**src/rtl/mem_bus_arbiter.sv**
```systemverilog
// Shares one RAM port between the IF-stage fetch and the MEM-stage load/store.
// Only one transaction is in flight at a time, and each response returns to the requester that owns it.
module mem_bus_arbiter #(
  parameter int unsigned STARVE_MAX = 3
) (
  input  logic        clk,
  input  logic        reset,
  input  logic        inst_req,
  input  logic [31:0] inst_addr,
  output logic        inst_addr_ok,
  output logic        inst_data_ok,
  output logic [31:0] inst_rdata,
  input  logic        data_req,
  input  logic        data_wr,
  input  logic [3:0]  data_b_en,
  input  logic [31:0] data_addr,
  input  logic [31:0] data_wdata,
  output logic        data_addr_ok,
  output logic        data_data_ok,
  output logic [31:0] data_rdata,
  output logic        ram_req,
  output logic        ram_wr,
  output logic [3:0]  ram_b_en,
  output logic [31:0] ram_addr,
  output logic [31:0] ram_wdata,
  input  logic        ram_addr_ok,
  input  logic        ram_data_ok,
  input  logic [31:0] ram_rdata
);

  typedef enum logic [1:0] {IDLE, REQ, RESP} state_e;

  localparam logic [3:0] STARVE_LIM = 4'(STARVE_MAX);

  state_e      state_q, state_d;
  logic        owner_q, owner_d;   // 0 = fetch, 1 = load/store
  logic        wr_q, wr_d;
  logic [3:0]  b_en_q, b_en_d;
  logic [31:0] addr_q, addr_d;
  logic [31:0] wdata_q, wdata_d;
  logic [3:0]  starve_cnt_q, starve_cnt_d;
  logic        live_q;             // low for the first cycle after reset release
  logic        grant_inst, grant_data;

  // NOTE: every variable gets a default before the case so no path leaves one unassigned (no latches).
  always_comb begin
    state_d      = state_q;
    owner_d      = owner_q;
    wr_d         = wr_q;
    b_en_d       = b_en_q;
    addr_d       = addr_q;
    wdata_d      = wdata_q;
    starve_cnt_d = starve_cnt_q;
    grant_inst   = 1'b0;
    grant_data   = 1'b0;
    inst_addr_ok = 1'b0;
    inst_data_ok = 1'b0;
    inst_rdata   = 32'h0;
    data_addr_ok = 1'b0;
    data_data_ok = 1'b0;
    data_rdata   = 32'h0;
    ram_req      = 1'b0;
    ram_wr       = 1'b0;
    ram_b_en     = 4'b0000;
    ram_addr     = 32'h0;
    ram_wdata    = 32'h0;

    unique case (state_q)
      IDLE: begin
        if (live_q) begin
          // A starved fetch overrides the default preference for the data side.
          if (inst_req && (!data_req || starve_cnt_q >= STARVE_LIM)) begin
            grant_inst = 1'b1;
          end else if (data_req) begin
            grant_data = 1'b1;
          end
        end
        if (grant_inst) begin
          inst_addr_ok = 1'b1;
          owner_d      = 1'b0;
          wr_d         = 1'b0;
          b_en_d       = 4'b0000;
          addr_d       = inst_addr;
          wdata_d      = 32'h0;
          starve_cnt_d = 4'd0;
          state_d      = REQ;
        end else if (grant_data) begin
          data_addr_ok = 1'b1;
          owner_d      = 1'b1;
          wr_d         = data_wr;
          b_en_d       = data_wr ? data_b_en : 4'b0000;
          addr_d       = data_addr;
          wdata_d      = data_wdata;
          if (inst_req && starve_cnt_q != 4'hF) begin
            starve_cnt_d = starve_cnt_q + 4'd1;
          end
          state_d      = REQ;
        end
      end

      REQ: begin
        ram_req   = 1'b1;
        ram_wr    = wr_q;
        ram_b_en  = b_en_q;
        ram_addr  = addr_q;
        ram_wdata = wdata_q;
        if (ram_addr_ok) begin
          state_d = RESP;
        end
      end

      RESP: begin
        if (ram_data_ok) begin
          if (owner_q) begin
            data_data_ok = 1'b1;
            data_rdata   = ram_rdata;
          end else begin
            inst_data_ok = 1'b1;
            inst_rdata   = ram_rdata;
          end
          state_d = IDLE;
        end
      end

      default: state_d = IDLE;
    endcase
  end

  // NOTE: sequential state uses non-blocking assignments only; blocking here would race other flops.
  always_ff @(posedge clk or negedge reset) begin
    if (!reset) begin
      state_q      <= IDLE;
      owner_q      <= 1'b0;
      wr_q         <= 1'b0;
      b_en_q       <= 4'b0000;
      addr_q       <= 32'h0;
      wdata_q      <= 32'h0;
      starve_cnt_q <= 4'd0;
      live_q       <= 1'b0;
    end else begin
      state_q      <= state_d;
      owner_q      <= owner_d;
      wr_q         <= wr_d;
      b_en_q       <= b_en_d;
      addr_q       <= addr_d;
      wdata_q      <= wdata_d;
      starve_cnt_q <= starve_cnt_d;
      live_q       <= 1'b1;
    end
  end

endmodule
```
**config.mk**
```make
export PLATFORM = sky130hd
export DESIGN_NAME = mem_bus_arbiter
export DESIGN_NICKNAME = d
export VERILOG_FILES = /design/src/rtl/mem_bus_arbiter.sv
export SDC_FILE = /design/constraint.sdc
export NUM_CORES = 1
export LEC_CHECK = 0
export CORE_ASPECT_RATIO = 0.6
export CORE_MARGIN = 2
export CORE_UTILIZATION = 33
export CTS_CLUSTER_DIAMETER = 60
export CTS_CLUSTER_SIZE = 40
export DETAILED_ROUTE_END_ITERATION = 16
export PLACE_DENSITY = 0.77
export SLEW_MARGIN = 20
export SYNTH_ARGS = -nofsm -noshare
export SYNTH_HDL_FRONTEND = slang
export SYNTH_SLANG_ARGS = --single-unit
```
**constraint.sdc**
```tcl
create_clock -name clk -period 1.95 [get_ports clk]
set_input_delay 0.2925 -clock clk [delete_from_list [all_inputs] [get_ports clk]]
set_output_delay 0.2925 -clock clk [all_outputs]
set_load 0.03 [all_outputs]
```
* Yosys cells after proc, flatten, opt, wreduce, memory -nomap -nowiden
Cells that the tools add are included.
** Operators by class
- $add $sub $neg :: 1
- Magnitude comparators :: 1
- Eq/ne operators :: 6
- Mux-type cells :: 48
- Reduce and logical (&&, ||, !) cells :: 10
** Operators by type and width (count)
- $mux 32 :: 12
- $mux 4 :: 7
- $mux 1 :: 24
- $mux 2 :: 4
- $pmux 2 s3 :: 1
- $reduce_and 3->1 :: 2
- $add 4x1->4 const B :: 1
- $ge 4x2->1 const B :: 1
- $ne 2x2->1 const B :: 2
- $ne 4x4->1 const B :: 1
- $reduce_bool 2->1 :: 2
- $ne 3x3->1 const B :: 1
- $eq 2x1->1 const B :: 1
- $eq 2x2->1 const B :: 1
- $logic_and 1x1->1 :: 2
- $logic_not 2->1 :: 1
- $reduce_and 2->1 :: 1
- $logic_not 1->1 :: 1
- $logic_or 1x1->1 :: 1
** Storage, ports and cells
- Flip-flop bits (word level) :: 77
- Input port bits :: 139
- Output and inout port bits :: 138
- Logic and storage cells :: 74

* Depth between registers and ports, before layout
- Depth in word-level cells :: 9
- Mapped depth :: 7

* Least setup slack after synthesis
No wires, ideal clock.
- Path kind :: reg2out
- From :: register state_q[0]
- To :: output inst_rdata[22]
- Data arrival time :: 1754 ps
- Data required time :: 1657 ps
- Setup slack :: -96 ps
- Cell stages (with the launch flop) :: 5
- Path buffers :: 1
- Cell sequence :: dfrtp_1 nand2b_1 nor3b_1 clkbuf_1 and2_1
** Between the ends
- Longest elaborated chain between the ends :: 2
** RTL lines
- from (decl) :: RTL line 35 : state_e state_q, state_d;
- from (signal assigned) :: RTL line 141 : state_q <= state_d;
- $eq 2x2->1 :: RTL line 68 : unique case (state_q)
- $mux 32 :: RTL line 68
- to (decl) :: RTL line 12 : output logic [31:0] inst_rdata,
No other way between the ends.

* Worst setup path in the final report
- From :: register starve_cnt_q[1]
- To :: output inst_addr_ok
** Between the ends
- Longest elaborated chain between the ends :: 8
** RTL lines
- from (decl) :: RTL line 41 : logic [3:0] starve_cnt_q, starve_cnt_d;
- from (signal assigned) :: RTL line 147 : starve_cnt_q <= starve_cnt_d;
- $ge 4x2->1 :: RTL line 72 : if (inst_req && (!data_req || starve_cnt_q >= STARVE_LIM)) begin
- $logic_or 1x1->1 :: RTL line 72
- $logic_and 1x1->1 :: RTL line 72
- $mux 1 :: RTL line 72
- $mux 1 :: RTL line 70 : if (live_q) begin
- $mux 1 :: RTL line 68
- $mux 1 :: RTL line 78 : if (grant_inst) begin
- $mux 1 :: RTL line 68
- to (decl) :: RTL line 10 : output logic inst_addr_ok,
No other way between the ends. The select of a mux whose other input is x is not followed.

==> out/qor.txt <==
status = finished with violations
failing checks = setup timing
Area contributors post-synth = dfrtp_1 (45%), and2_1 (15%), a22o_1 (6.8%)
via count = 4,654
area delta synth->final = 98.36%
DR DRC count = 0
RR Startpoint = starve_cnt_q[1]
Setup-failing EPs final = 77
Synth top cells by count = and2_1 (103), dfrtp_1 (77), nor2_1 (68)
clock buffer depth = 2
TritonCTS clock tree = built
die height = 92.21 µm
power per cell area = 1125 mW/mm²
CTS Buf Count = 9
post-DP HPWL = 11,340 µm
die width = 151.0 µm
Antenna diodes = 0
synth unique cells = 33
Final Instance Area = 0.008488 mm²
I/O Pins = 277
routed wire length = 18,070 µm
Async SR Flop Fraction = 100.0%
CTS Sinks = 77
reg2reg path depth = 7
Initial DRC Count = 192
first-pass GRT wire length = 25,190 µm
post-synth top area share = 45.03%
htree depth = 3
Worst-path clk slew = 0.06 ns
cell taking the most area after synthesis = dfrtp_1
Post-DP Area = 0.007053 mm²
leakage power = 3.869 nW
Seq/Total Area, Yosys = 45.03%
DRT Pass-1 Iters = 4
worst slew pin tran = 0.6650 ns
vias in the first global route = 4,687
crit path DAT = 1.81 ns
GP Congestion = 0.8886
Setup Skew = 0.004268 ns
CP Capture Type = output pin
max-capacitance violation count = 0
final slew viol count = 0
Syn Inst Count = 456
Rel. slew slack = 55.67%
R2R Setup Slk = -0.14 ns
Congestion Overflow GR = 0
Core ar. = 0.01273 mm²
layout cells sized above 1 = 43.55%
Total Power = 9.550 mW
hold slack = 0.4764 ns
Port Buffers = 276
RSZ-0062 raised after global routing = yes
final core occ = 66.67%
Cell Area, Synth = 0.004279 mm²
Peak VDD IR = 0.4557 mV
final hold violation count = 0
Placement Rows = 32
largest net degree at the start of global routing = 41
Routed Antenna Nets = 0
CP endpoint = inst_addr_ok
initial antenna violation count = 0
top_reg_cell synth = dfrtp_1
FMAX = 476.1 MHz
Initial Util = 33.61%
Hold WC Path Type = primary input to async pin
Synth Register Bits = 77
period utilization = 107.7%
kind of critical path = flop to output pin
Final min period = 2.100 ns
Yosys Warn Count = 0
most frequent cell after synthesis = and2_1
syn nets = 596
later-pin clock latency in the skew report = 0.33 ns
reg2reg end = addr_q[17]
DIE AREA = 0.01392 mm²
CP startpoint = starve_cnt_q[1]
Post-Place Setup Slack = -0.1824 ns
Required @ worst endpoint = 1.66 ns
All-Layer GR Usage = 23.27%
Final WS setup = -0.1503 ns
WL/cell = 19.77 µm
root buf cell = clkbuf_16
Post-synth EDFFs = 0
final net count = 879
Vias/cell = 5.092
startpoint types = flop
syn_area_per_cell = 9.384 µm²
worst-path fanout max = 3
## report_power, final
| part | internal [mW] | total [mW] | switching, mW |
|---|---|---|---|
| registers | 2.27 | 2.56 | 0.290 |
| logic | 2.31 | 5.30 | 2.99 |
| clock network | 1.02 | 1.69 | 0.667 |
## cells by family (layout without fill, tap and decap cells)
| group | Yosys count | after routing | share of synthesized area [%] |
|---|---|---|---|
| other | 1 | 1 | 0.08764 |
| buffers and inverters | 80 | 368 | 8.655 |
| multiplexers | 1 | 1 | 0.2631 |
| adder cells (fa/ha/maj) | 1 | 1 | 0.2924 |
| AND/OR/NAND/NOR | 185 | 185 | 23.45 |
| flip-flops | 77 | 77 | 45.03 |
| AO/OA/AOI/OAI | 111 | 111 | 22.22 |
## through the flow
step / std cells / setup TNS (ns)
floorplan: 456 / 0
global placement: 879 / -5.234
detailed placement: 879 / -7.967
CTS: 906 / -6.049
global route: 914 / -10.44
finish: 914 / -5.161
## cell usage in the layout (no fill, tap or decap), types with 2 or more instances in the layout
cell	count
clkdlybuf4s50_1	137
buf_4	78
dfrtp_1	77
nor2_1	67
buf_6	62
and2_4	58
and2_1	45
inv_1	34
a22o_1	33
a211oi_2	29
a221oi_2	29
clkbuf_16	17
buf_12	15
clkbuf_2	6
a32o_1	4
clkdlybuf4s15_1	4
a211oi_4	3
a221oi_4	3
clkinvlp_4	3
buf_8	3
nand2b_1	2
nand3_1	2
o21ai_0	2
clkinv_2	2
buf_16	2
## worst min-delay path by stage
| stage | end | cells after the start | slack (ns) |
|---|---|---|---|
| global placement | wdata_q[12] | 1 | 0.30 |
| detailed placement | wdata_q[7] | 1 | 0.31 |
| finish | wdata_q[7] | 2 | 0.48 |
| CTS | wdata_q[9] | 2 | 0.49 |
| floorplan | addr_q[0] | 0 | -0.003 |
| global route | b_en_q[1] | 1 | 0.50 |
## final cells by class
type | count | area [µm²]
clock buffers | 10 | 239.0
clock inverters | 6 | 62.56
fillers | 954 | 4244
inverters | 35 | 131.4
multi-input cells | 299 | 2571
flip-flops and latches | 77 | 1927
well taps | 170 | 212.7
repair buffers | 317 | 3344
## sequential cells by signal, summed over array words and instances (netlist names)
| register | cells |
|---|---|
| addr_q | 32 |
| wdata_q | 32 |
| b_en_q | 4 |
| starve_cnt_q | 4 |
| state_q | 2 |
| live_q | 1 |
| owner_q | 1 |
| wr_q | 1 |
## what timing repair did
| item | 4_1_cts | 5_1_grt |
|---|---|---|
| gates resized for setup | 92 | 145 |
| hold endpoints to repair | 39 | 0 |
| gates cloned | 3 | 8 |
| pin swaps | 30 | 36 |
| setup endpoints to repair | 72 | 115 |
| setup buffers | 7 | 2 |
| hold buffers | 1 | 0 |
## routing by layer
metal,part of all wire [%],vias to the layer above,global-route usage (%),wire [µm]
li1,-,2143,-,-
met1,39,2310,29.51,7081
met2,51,181,39.85,9261
met3,8.4,20,6.418,1519
met4,1.2,0,4.751,212
met5,0,-,0,0
## worst max-delay path, stage by stage, from the launching register on
cell	delay (ns)
dfrtp_1	0.40
ha_2	0.20
or4b_4	0.53
and3_4	0.22
buf_12	0.13
(Power assumes the default switching activity.)
